--- config.mk ---
export PLATFORM = sky130hd
export DESIGN_NAME = mem_arbiter_flat
export DESIGN_NICKNAME = d
export VERILOG_FILES = /design/src/rtl/mem_arbiter_if.sv /design/src/rtl/mem_arbiter.sv /design/src/flat_wrapper.sv
export SDC_FILE = /design/constraint.sdc
export NUM_CORES = 1
export LEC_CHECK = 0
export ABC_CLOCK_PERIOD_IN_PS = 11700
export CAP_MARGIN = 20
export CELL_PAD_IN_SITES_DETAIL_PLACEMENT = 1
export CELL_PAD_IN_SITES_GLOBAL_PLACEMENT = 2
export CORE_ASPECT_RATIO = 1.1
export CORE_UTILIZATION = 40
export DETAILED_ROUTE_END_ITERATION = 8
export DONT_BUFFER_PORTS = 1
export GPL_ROUTABILITY_DRIVEN = 0
export PLACE_DENSITY = 0.81
export SYNTH_ARGS = -nofsm -noshare
export SYNTH_HDL_FRONTEND = slang
export SYNTH_SLANG_ARGS = --single-unit
--- constraint.sdc ---
create_clock -name clk -period 11.7 [get_ports clk]
set_input_delay 2.34 -clock clk [delete_from_list [all_inputs] [get_ports clk]]
set_output_delay 2.34 -clock clk [all_outputs]
set_load 0.005 [all_outputs]
--- src/rtl/mem_arbiter_if.sv ---
// Bus bundle for mem_arbiter: IFU request/response, LSU request/response
// and the shared memory port. slave = arbiter view, master = environment view.
interface mem_arbiter_if #(
  parameter int ADDR_W = 32,
  parameter int DATA_W = 32
);
  logic              ifu_req_valid;
  logic              ifu_req_ready;
  logic [ADDR_W-1:0] ifu_addr;
  logic              ifu_resp_valid;
  logic [DATA_W-1:0] ifu_rdata;

  logic              lsu_req_valid;
  logic              lsu_req_ready;
  logic [ADDR_W-1:0] lsu_addr;
  logic              lsu_wen;
  logic [2:0]        lsu_memop;
  logic [DATA_W-1:0] lsu_wdata;
  logic              lsu_resp_valid;
  logic [DATA_W-1:0] lsu_rdata;
  logic              lsu_err;

  logic              mem_req_valid;
  logic              mem_req_ready;
  logic [ADDR_W-1:0] mem_addr;
  logic              mem_wen;
  logic [1:0]        mem_size;
  logic [DATA_W-1:0] mem_wdata;
  logic              mem_resp_valid;
  logic [DATA_W-1:0] mem_rdata;

  modport slave (
    input  ifu_req_valid, ifu_addr,
    output ifu_req_ready, ifu_resp_valid, ifu_rdata,
    input  lsu_req_valid, lsu_addr, lsu_wen, lsu_memop, lsu_wdata,
    output lsu_req_ready, lsu_resp_valid, lsu_rdata, lsu_err,
    output mem_req_valid, mem_addr, mem_wen, mem_size, mem_wdata,
    input  mem_req_ready, mem_resp_valid, mem_rdata
  );

  modport master (
    output ifu_req_valid, ifu_addr,
    input  ifu_req_ready, ifu_resp_valid, ifu_rdata,
    output lsu_req_valid, lsu_addr, lsu_wen, lsu_memop, lsu_wdata,
    input  lsu_req_ready, lsu_resp_valid, lsu_rdata, lsu_err,
    input  mem_req_valid, mem_addr, mem_wen, mem_size, mem_wdata,
    output mem_req_ready, mem_resp_valid, mem_rdata
  );
endinterface

--- src/rtl/mem_arbiter.sv ---
// mem_arbiter: single-outstanding IFU/LSU arbiter onto one valid/ready
// memory port, with load sign/zero extension on the LSU return path.
// Optional macro MEM_ARB_RR_EN: round-robin grant instead of fixed LSU priority.
module mem_arbiter #(
  parameter int ADDR_W = 32,
  parameter int DATA_W = 32
) (
  input  logic          clk,
  input  logic          rst,
  mem_arbiter_if.slave  bus
);

  typedef enum logic [1:0] {IDLE, REQ, WAIT, RESP} state_t;

  state_t            state_q, state_d;
  logic              owner_q;          // 0 = IFU, 1 = LSU
  logic [ADDR_W-1:0] addr_q;
  logic              wen_q;
  logic [1:0]        size_q;
  logic [DATA_W-1:0] wdata_q;
  logic [2:0]        memop_q;
  logic              err_q;
  logic [DATA_W-1:0] ifu_rdata_q, lsu_rdata_q;
  logic [DATA_W-1:0] ext_data;

  logic grant_lsu, lsu_legal;
  logic ifu_ready, lsu_ready, ifu_hs, lsu_hs;
  logic mem_req_valid, ifu_resp_valid, lsu_resp_valid, lsu_err;

  assign ifu_hs = ifu_ready && bus.ifu_req_valid;
  assign lsu_hs = lsu_ready && bus.lsu_req_valid;

`ifdef MEM_ARB_RR_EN
  logic last_lsu_q;
  // On a tie the side that did not win last time is granted.
  assign grant_lsu = bus.lsu_req_valid && (!bus.ifu_req_valid || !last_lsu_q);

  // Remember who won the last accepted request; starts as "LSU last".
  always_ff @(posedge clk or posedge rst) begin
    if (rst)                  last_lsu_q <= 1'b1;
    else if (ifu_hs || lsu_hs) last_lsu_q <= lsu_hs;
  end
`else
  assign grant_lsu = bus.lsu_req_valid;
`endif

  // Legal memops: b, h, w, bu, hu.
  always_comb begin
    lsu_legal = 1'b0;
    case (bus.lsu_memop)
      3'b000, 3'b001, 3'b010, 3'b100, 3'b101: lsu_legal = 1'b1;
      default:                                 lsu_legal = 1'b0;
    endcase
  end

  // Load extension of the returned data; stores return 0, fetches raw data.
  always_comb begin
    ext_data = bus.mem_rdata;
    if (owner_q) begin
      if (wen_q) ext_data = '0;
      else begin
        case (memop_q)
          3'b000:  ext_data = {{(DATA_W-8){bus.mem_rdata[7]}},   bus.mem_rdata[7:0]};
          3'b001:  ext_data = {{(DATA_W-16){bus.mem_rdata[15]}}, bus.mem_rdata[15:0]};
          3'b100:  ext_data = {{(DATA_W-8){1'b0}},               bus.mem_rdata[7:0]};
          3'b101:  ext_data = {{(DATA_W-16){1'b0}},              bus.mem_rdata[15:0]};
          default: ext_data = bus.mem_rdata;
        endcase
      end
    end
  end

  // FSM state register.
  always_ff @(posedge clk or posedge rst) begin
    if (rst) state_q <= IDLE;
    else     state_q <= state_d;
  end

  // FSM next state, grant/ready and response strobes.
  always_comb begin
    state_d        = state_q;
    ifu_ready      = 1'b0;
    lsu_ready      = 1'b0;
    mem_req_valid  = 1'b0;
    ifu_resp_valid = 1'b0;
    lsu_resp_valid = 1'b0;
    lsu_err        = 1'b0;
    case (state_q)
      IDLE: begin
        lsu_ready = grant_lsu;
        ifu_ready = bus.ifu_req_valid && !grant_lsu;
        if (lsu_ready)      state_d = lsu_legal ? REQ : RESP;
        else if (ifu_ready) state_d = REQ;
      end
      REQ: begin
        mem_req_valid = 1'b1;
        if (bus.mem_req_ready) state_d = WAIT;
      end
      WAIT: if (bus.mem_resp_valid) state_d = RESP;
      RESP: begin
        ifu_resp_valid = !owner_q;
        lsu_resp_valid = owner_q;
        lsu_err        = owner_q && err_q;
        state_d        = IDLE;
      end
      default: state_d = IDLE;
    endcase
  end

  // Latch the accepted request and capture the response data for the owner.
  always_ff @(posedge clk or posedge rst) begin
    if (rst) begin
      owner_q     <= 1'b0;
      addr_q      <= '0;
      wen_q       <= 1'b0;
      size_q      <= 2'd0;
      wdata_q     <= '0;
      memop_q     <= 3'd0;
      err_q       <= 1'b0;
      ifu_rdata_q <= '0;
      lsu_rdata_q <= '0;
    end else begin
      if (lsu_hs) begin
        owner_q <= 1'b1;
        addr_q  <= bus.lsu_addr;
        wen_q   <= bus.lsu_wen;
        size_q  <= lsu_legal ? bus.lsu_memop[1:0] : 2'd0;
        wdata_q <= bus.lsu_wdata;
        memop_q <= bus.lsu_memop;
        err_q   <= !lsu_legal;
        if (!lsu_legal) lsu_rdata_q <= '0;
      end else if (ifu_hs) begin
        owner_q <= 1'b0;
        addr_q  <= bus.ifu_addr;
        wen_q   <= 1'b0;
        size_q  <= 2'd2;
        wdata_q <= '0;
        memop_q <= 3'b010;
        err_q   <= 1'b0;
      end
      if (state_q == WAIT && bus.mem_resp_valid) begin
        if (owner_q) lsu_rdata_q <= ext_data;
        else         ifu_rdata_q <= ext_data;
      end
    end
  end

  assign bus.ifu_req_ready  = ifu_ready;
  assign bus.lsu_req_ready  = lsu_ready;
  assign bus.ifu_resp_valid = ifu_resp_valid;
  assign bus.lsu_resp_valid = lsu_resp_valid;
  assign bus.lsu_err        = lsu_err;
  assign bus.ifu_rdata      = ifu_rdata_q;
  assign bus.lsu_rdata      = lsu_rdata_q;
  assign bus.mem_req_valid  = mem_req_valid;
  assign bus.mem_addr       = addr_q;
  assign bus.mem_wen        = wen_q;
  assign bus.mem_size       = size_q;
  assign bus.mem_wdata      = wdata_q;

endmodule

--- src/flat_wrapper.sv ---
// flat-port wrapper written by rule: the top's interface ports become plain ports
module mem_arbiter_flat 
#(
  parameter int ADDR_W = 32,
  parameter int DATA_W = 32
)
  (clk, rst, bus_ifu_req_valid, bus_ifu_addr, bus_ifu_req_ready, bus_ifu_resp_valid, bus_ifu_rdata, bus_lsu_req_valid, bus_lsu_addr, bus_lsu_wen, bus_lsu_memop, bus_lsu_wdata, bus_lsu_req_ready, bus_lsu_resp_valid, bus_lsu_rdata, bus_lsu_err, bus_mem_req_valid, bus_mem_addr, bus_mem_wen, bus_mem_size, bus_mem_wdata, bus_mem_req_ready, bus_mem_resp_valid, bus_mem_rdata);
  mem_arbiter_if #(.ADDR_W(ADDR_W), .DATA_W(DATA_W)) bus_i ();
  input  logic clk;
  input  logic rst;
  input wire logic [$bits(bus_i.ifu_req_valid)-1:0] bus_ifu_req_valid;
  input wire logic [$bits(bus_i.ifu_addr)-1:0] bus_ifu_addr;
  output wire logic [$bits(bus_i.ifu_req_ready)-1:0] bus_ifu_req_ready;
  output wire logic [$bits(bus_i.ifu_resp_valid)-1:0] bus_ifu_resp_valid;
  output wire logic [$bits(bus_i.ifu_rdata)-1:0] bus_ifu_rdata;
  input wire logic [$bits(bus_i.lsu_req_valid)-1:0] bus_lsu_req_valid;
  input wire logic [$bits(bus_i.lsu_addr)-1:0] bus_lsu_addr;
  input wire logic [$bits(bus_i.lsu_wen)-1:0] bus_lsu_wen;
  input wire logic [$bits(bus_i.lsu_memop)-1:0] bus_lsu_memop;
  input wire logic [$bits(bus_i.lsu_wdata)-1:0] bus_lsu_wdata;
  output wire logic [$bits(bus_i.lsu_req_ready)-1:0] bus_lsu_req_ready;
  output wire logic [$bits(bus_i.lsu_resp_valid)-1:0] bus_lsu_resp_valid;
  output wire logic [$bits(bus_i.lsu_rdata)-1:0] bus_lsu_rdata;
  output wire logic [$bits(bus_i.lsu_err)-1:0] bus_lsu_err;
  output wire logic [$bits(bus_i.mem_req_valid)-1:0] bus_mem_req_valid;
  output wire logic [$bits(bus_i.mem_addr)-1:0] bus_mem_addr;
  output wire logic [$bits(bus_i.mem_wen)-1:0] bus_mem_wen;
  output wire logic [$bits(bus_i.mem_size)-1:0] bus_mem_size;
  output wire logic [$bits(bus_i.mem_wdata)-1:0] bus_mem_wdata;
  input wire logic [$bits(bus_i.mem_req_ready)-1:0] bus_mem_req_ready;
  input wire logic [$bits(bus_i.mem_resp_valid)-1:0] bus_mem_resp_valid;
  input wire logic [$bits(bus_i.mem_rdata)-1:0] bus_mem_rdata;
  assign bus_i.ifu_req_valid = bus_ifu_req_valid;
  assign bus_i.ifu_addr = bus_ifu_addr;
  assign bus_ifu_req_ready = bus_i.ifu_req_ready;
  assign bus_ifu_resp_valid = bus_i.ifu_resp_valid;
  assign bus_ifu_rdata = bus_i.ifu_rdata;
  assign bus_i.lsu_req_valid = bus_lsu_req_valid;
  assign bus_i.lsu_addr = bus_lsu_addr;
  assign bus_i.lsu_wen = bus_lsu_wen;
  assign bus_i.lsu_memop = bus_lsu_memop;
  assign bus_i.lsu_wdata = bus_lsu_wdata;
  assign bus_lsu_req_ready = bus_i.lsu_req_ready;
  assign bus_lsu_resp_valid = bus_i.lsu_resp_valid;
  assign bus_lsu_rdata = bus_i.lsu_rdata;
  assign bus_lsu_err = bus_i.lsu_err;
  assign bus_mem_req_valid = bus_i.mem_req_valid;
  assign bus_mem_addr = bus_i.mem_addr;
  assign bus_mem_wen = bus_i.mem_wen;
  assign bus_mem_size = bus_i.mem_size;
  assign bus_mem_wdata = bus_i.mem_wdata;
  assign bus_i.mem_req_ready = bus_mem_req_ready;
  assign bus_i.mem_resp_valid = bus_mem_resp_valid;
  assign bus_i.mem_rdata = bus_mem_rdata;
  mem_arbiter #(.ADDR_W(ADDR_W), .DATA_W(DATA_W)) u_core (.clk(clk), .rst(rst), .bus(bus_i));
endmodule
==> summary.txt <==
Outcome
  – Status: completed

STA
  – Worst Max-Slew Pin Slew: ~1.0 ns
  – Final setup viols: 0
  – Final WS setup: between 6 and 7 ns
  – Clock period minus worst slack: slightly above 5 ns
  – Setup Skew: 0.00655 ns
  – RSZ-0062 raised after global routing: no
  – Slew headroom: between 30 and 40%
  – Fmax: roughly 190 MHz
  – Final worst-path cycle share: between 40% and 50%
  – Final hold vios: 0
  – Final TNS setup: 0 ns
  – Pins Over Slew Limit: 0

Worst setup path
  – CP Buf/Inv Count: 1
  – CP max stage delay: around 0.4 ns
  – WP data arrival: 2.82 ns
  – CP Capture Type: primary output
  – CP Depth: 2
  – CP top delay family: buffers and inverters
  – CP max-delay cell: inv_2
  – Required time of the critical path: ~9.4 ns
  – Crit path cell chain: nand2_2 > inv_2
  – Reg2Reg Setup Slack: about 9.0 ns
  – Worst reg-to-reg path cell count: 7
  – Crit path kind: input port to primary output
  – Crit path max fanout: 25
  – Startpoint Class: input port

Logic synthesis
  – Synth Area in XOR/XNOR: 0%
  – Ranking of synthesized cells by area: dfrtp_1 60%, a22o_1 5.4%, mux2_2 5.2%
  – Synthesized flop and latch total: 138
  – FFs w/ async S/R, synth: between 90% and 100%
  – Largest family of logic cells by synthesized area: compound AO/OA/AOI/OAI gates
  – Commonest cells post-synth: 138 x dfrtp_1, 58 x nand2_1, 41 x o21ai_0, 36 x a22o_1, 30 x mux2i_1
  – Post-synthesis simple-gate area fraction: 8.80%
  – Post-Synth Adder-Cell Area: between 1 and 1.5%
  – Compound-cell area share of the yosys netlist: 15.2%
  – Synth Instances: 495
  – Synth area leader: dfrtp_1
  – Post-synth EDFFs: 0
  – Post-synth cell types: 35
  – Seq/Total Area, Yosys: between 50% and 60%
  – Main synth FF type: dfrtp_1
  – Mean Syn Cell Area: 11.7 um2
  – Syn_nets: ~640
  – Post-synthesis mux area share: between 10% and 20%
  – Synth warn: 0
  – Count leader, synth: dfrtp_1
  – Post-synthesis cell area: 5800 um2
  – Post-synth top area share: about three fifths

Floorplan
  – FP Rows: between 40 and 50
  – I/O pin total: roughly 280
  – Starting Density: about 42%
  – Die area: 15000 um2
  – Core Area: 14000 um2
  – Die Y-Extent: approximately 130 um
  – Overall die width: between 100 and 150 um

Power
  – Power Internal: roughly 0.0012 W
  – Clk pwr share: 27.9%
  – Switching share of power: between 30% and 40%
  – Switching pwr: a little under 0.0007 W
  – Leakage: around 3.0 nW
  – PnR Total Power: approximately 0.0019 W
  – Power share of the sequential group: approximately 48%
  – Peak supply drop: between 100 and 150 uV
  – Combinational Power Share: around 25%
  – Pwr per Cell Area: roughly 290 nW/um2

Worst hold path
  – WHS Path Cells: 2
  – Hold crit path type: register to register

Routing
  – Number of DRC markers in iteration 0: 166
  – Drt via density: between 5 and 6
  – 1st-pass router iterations: 4
  – Wirelength per Cell: 22.4 um
  – # DRC: 0
  – Wirelength, routed: ~15000 um
  – Vias: slightly below 4000
  – Post-route ant nets: 0

Clock network
  – Resize count post-CTS: 0
  – Hold_buf cts: 0
  – Clk sinks: about 140
  – Root buffer cell: clkbuf_16
  – Longest Clk Path Bufs: 2
  – Post-CTS Setup Bufs: 0
  – Total CTS buffers: 17
  – H-Tree Depth: 4
  – Clk Latency, worst-skew pair: 0.42 ns
  – CTS tree: built
  – Clk pin slew, worst setup/hold paths: 0.06 ns

Layout
  – Final instance area: between 6000 and 7000 um2
  – Layout Area Growth over Synthesis: 11.9%
  – Fin cells: 682
  – NumNets Final: approximately 620
  – # diodes: 0
  – Layout cells sized above 1: 16.6%

Global routing
  – Total grt overflow: 0
  – Vias in the first global route: 4169
  – Total global-route track usage: between 20% and 30%
  – First-pass GRT wire length: around 23000 um
  – Initial antenna violation count: 0
  – Largest net degree at the start of global routing: 90

Run
  – Total of max-cap violations: 0

Placement
  – Post-DP Area: around 5900 um2
  – Placed Cells: about 650
  – Post-DP HPWL: 11000 um
  – Place WS: around 6.5 ns
  – I/O Buffers: 0
==> final cells by class <==
type,instances,area [um2]
Multi-Input combinational cell,303,2100
Inverter,15,61.3
Clock buffer,17,425
Tap cell,188,235
Sequential cell,138,3450
Timing Repair Buffer,6,65.1
Clock inverter,15,151
Fill cell,1517,7470
==> power groups by stage <==
stage          Clock, W  Sequential [W]  Combinational (W)
3_3_place_gp          0        0.000889           0.000435
2_1_floorplan         0        0.000813           0.000409
4_1_cts        0.000533        0.000890           0.000467
3_5_place_dp          0        0.000895           0.000469
5_1_grt        0.000551        0.000917           0.000522
6_report       0.000519        0.000885           0.000458
==> cells in the final DEF (no fill, tap or decap), types with 4 or more instances in the layout <==
master	n
o21ai_0	41
clkbuf_16	17
o21ai_1	7
mux2_2	27
o31ai_1	23
mux2i_1	30
nor2_1	23
buf_4	5
inv_6	5
ha_1	5
a22o_1	36
nand3b_1	4
dfrtp_1	138
inv_8	6
a32o_2	8
inv_1	12
nand3_1	24
nand2_1	58
==> worst paths after layout <==
check / end / startpoint
max in group asynchronous: u_core.memop_q[0] / rst
hold reg to reg: u_core.err_q / u_core.err_q
min in group asynchronous: u_core.bus.ifu_rdata[24] / rst
hold / removal: u_core.err_q / u_core.err_q
setup / recovery: bus_lsu_req_ready / bus_lsu_req_valid
setup reg to reg: u_core.bus.mem_addr[0] / u_core.state_q[0]
==> layer usage <==
metal	global-route usage (%)	wire length, um
met1	22.7	5680
met2	33.9	7300
met3	10.0	1870
met4	10.1	435
met5	0	0
==> sequential cells by signal (all words and copies together) (netlist names) <==
name	flops
u_core.bus.ifu_rdata	32
u_core.bus.lsu_rdata	32
u_core.bus.mem_addr	32
u_core.bus.mem_size	2
u_core.bus.mem_wdata	32
u_core.bus.mem_wen	1
u_core.err_q	1
u_core.memop_q	3
u_core.owner_q	1
u_core.state_q	2
==> worst reg2reg max path, cell delays in order, from the launching register on <==
cell and delay (ns):
dfrtp_1 0.40, inv_1 0.14, ha_1 0.47, nand2_2 0.17, inv_2 0.40, buf_4 0.56
mux2i_1 0.31, o21ai_0 0.10
==> kinds of logic after synthesis <==
group	after synthesis
flops	138
compound gates	123
simple gates	117
mux	58
buf+inv	54
fa+ha+maj	5
==> stage by stage <==
step / hold slack, ns / utilization [%]
final: 0.482 / 46.5
after detailed placement: 0.478 / 42.2
after floorplan: 0.439 / -
after global routing: 0.545 / 46.5
after CTS: 0.492 / 46.3
after global placement: 0.457 / 42.2
Note: power is estimated with default switching activity, not from simulation.
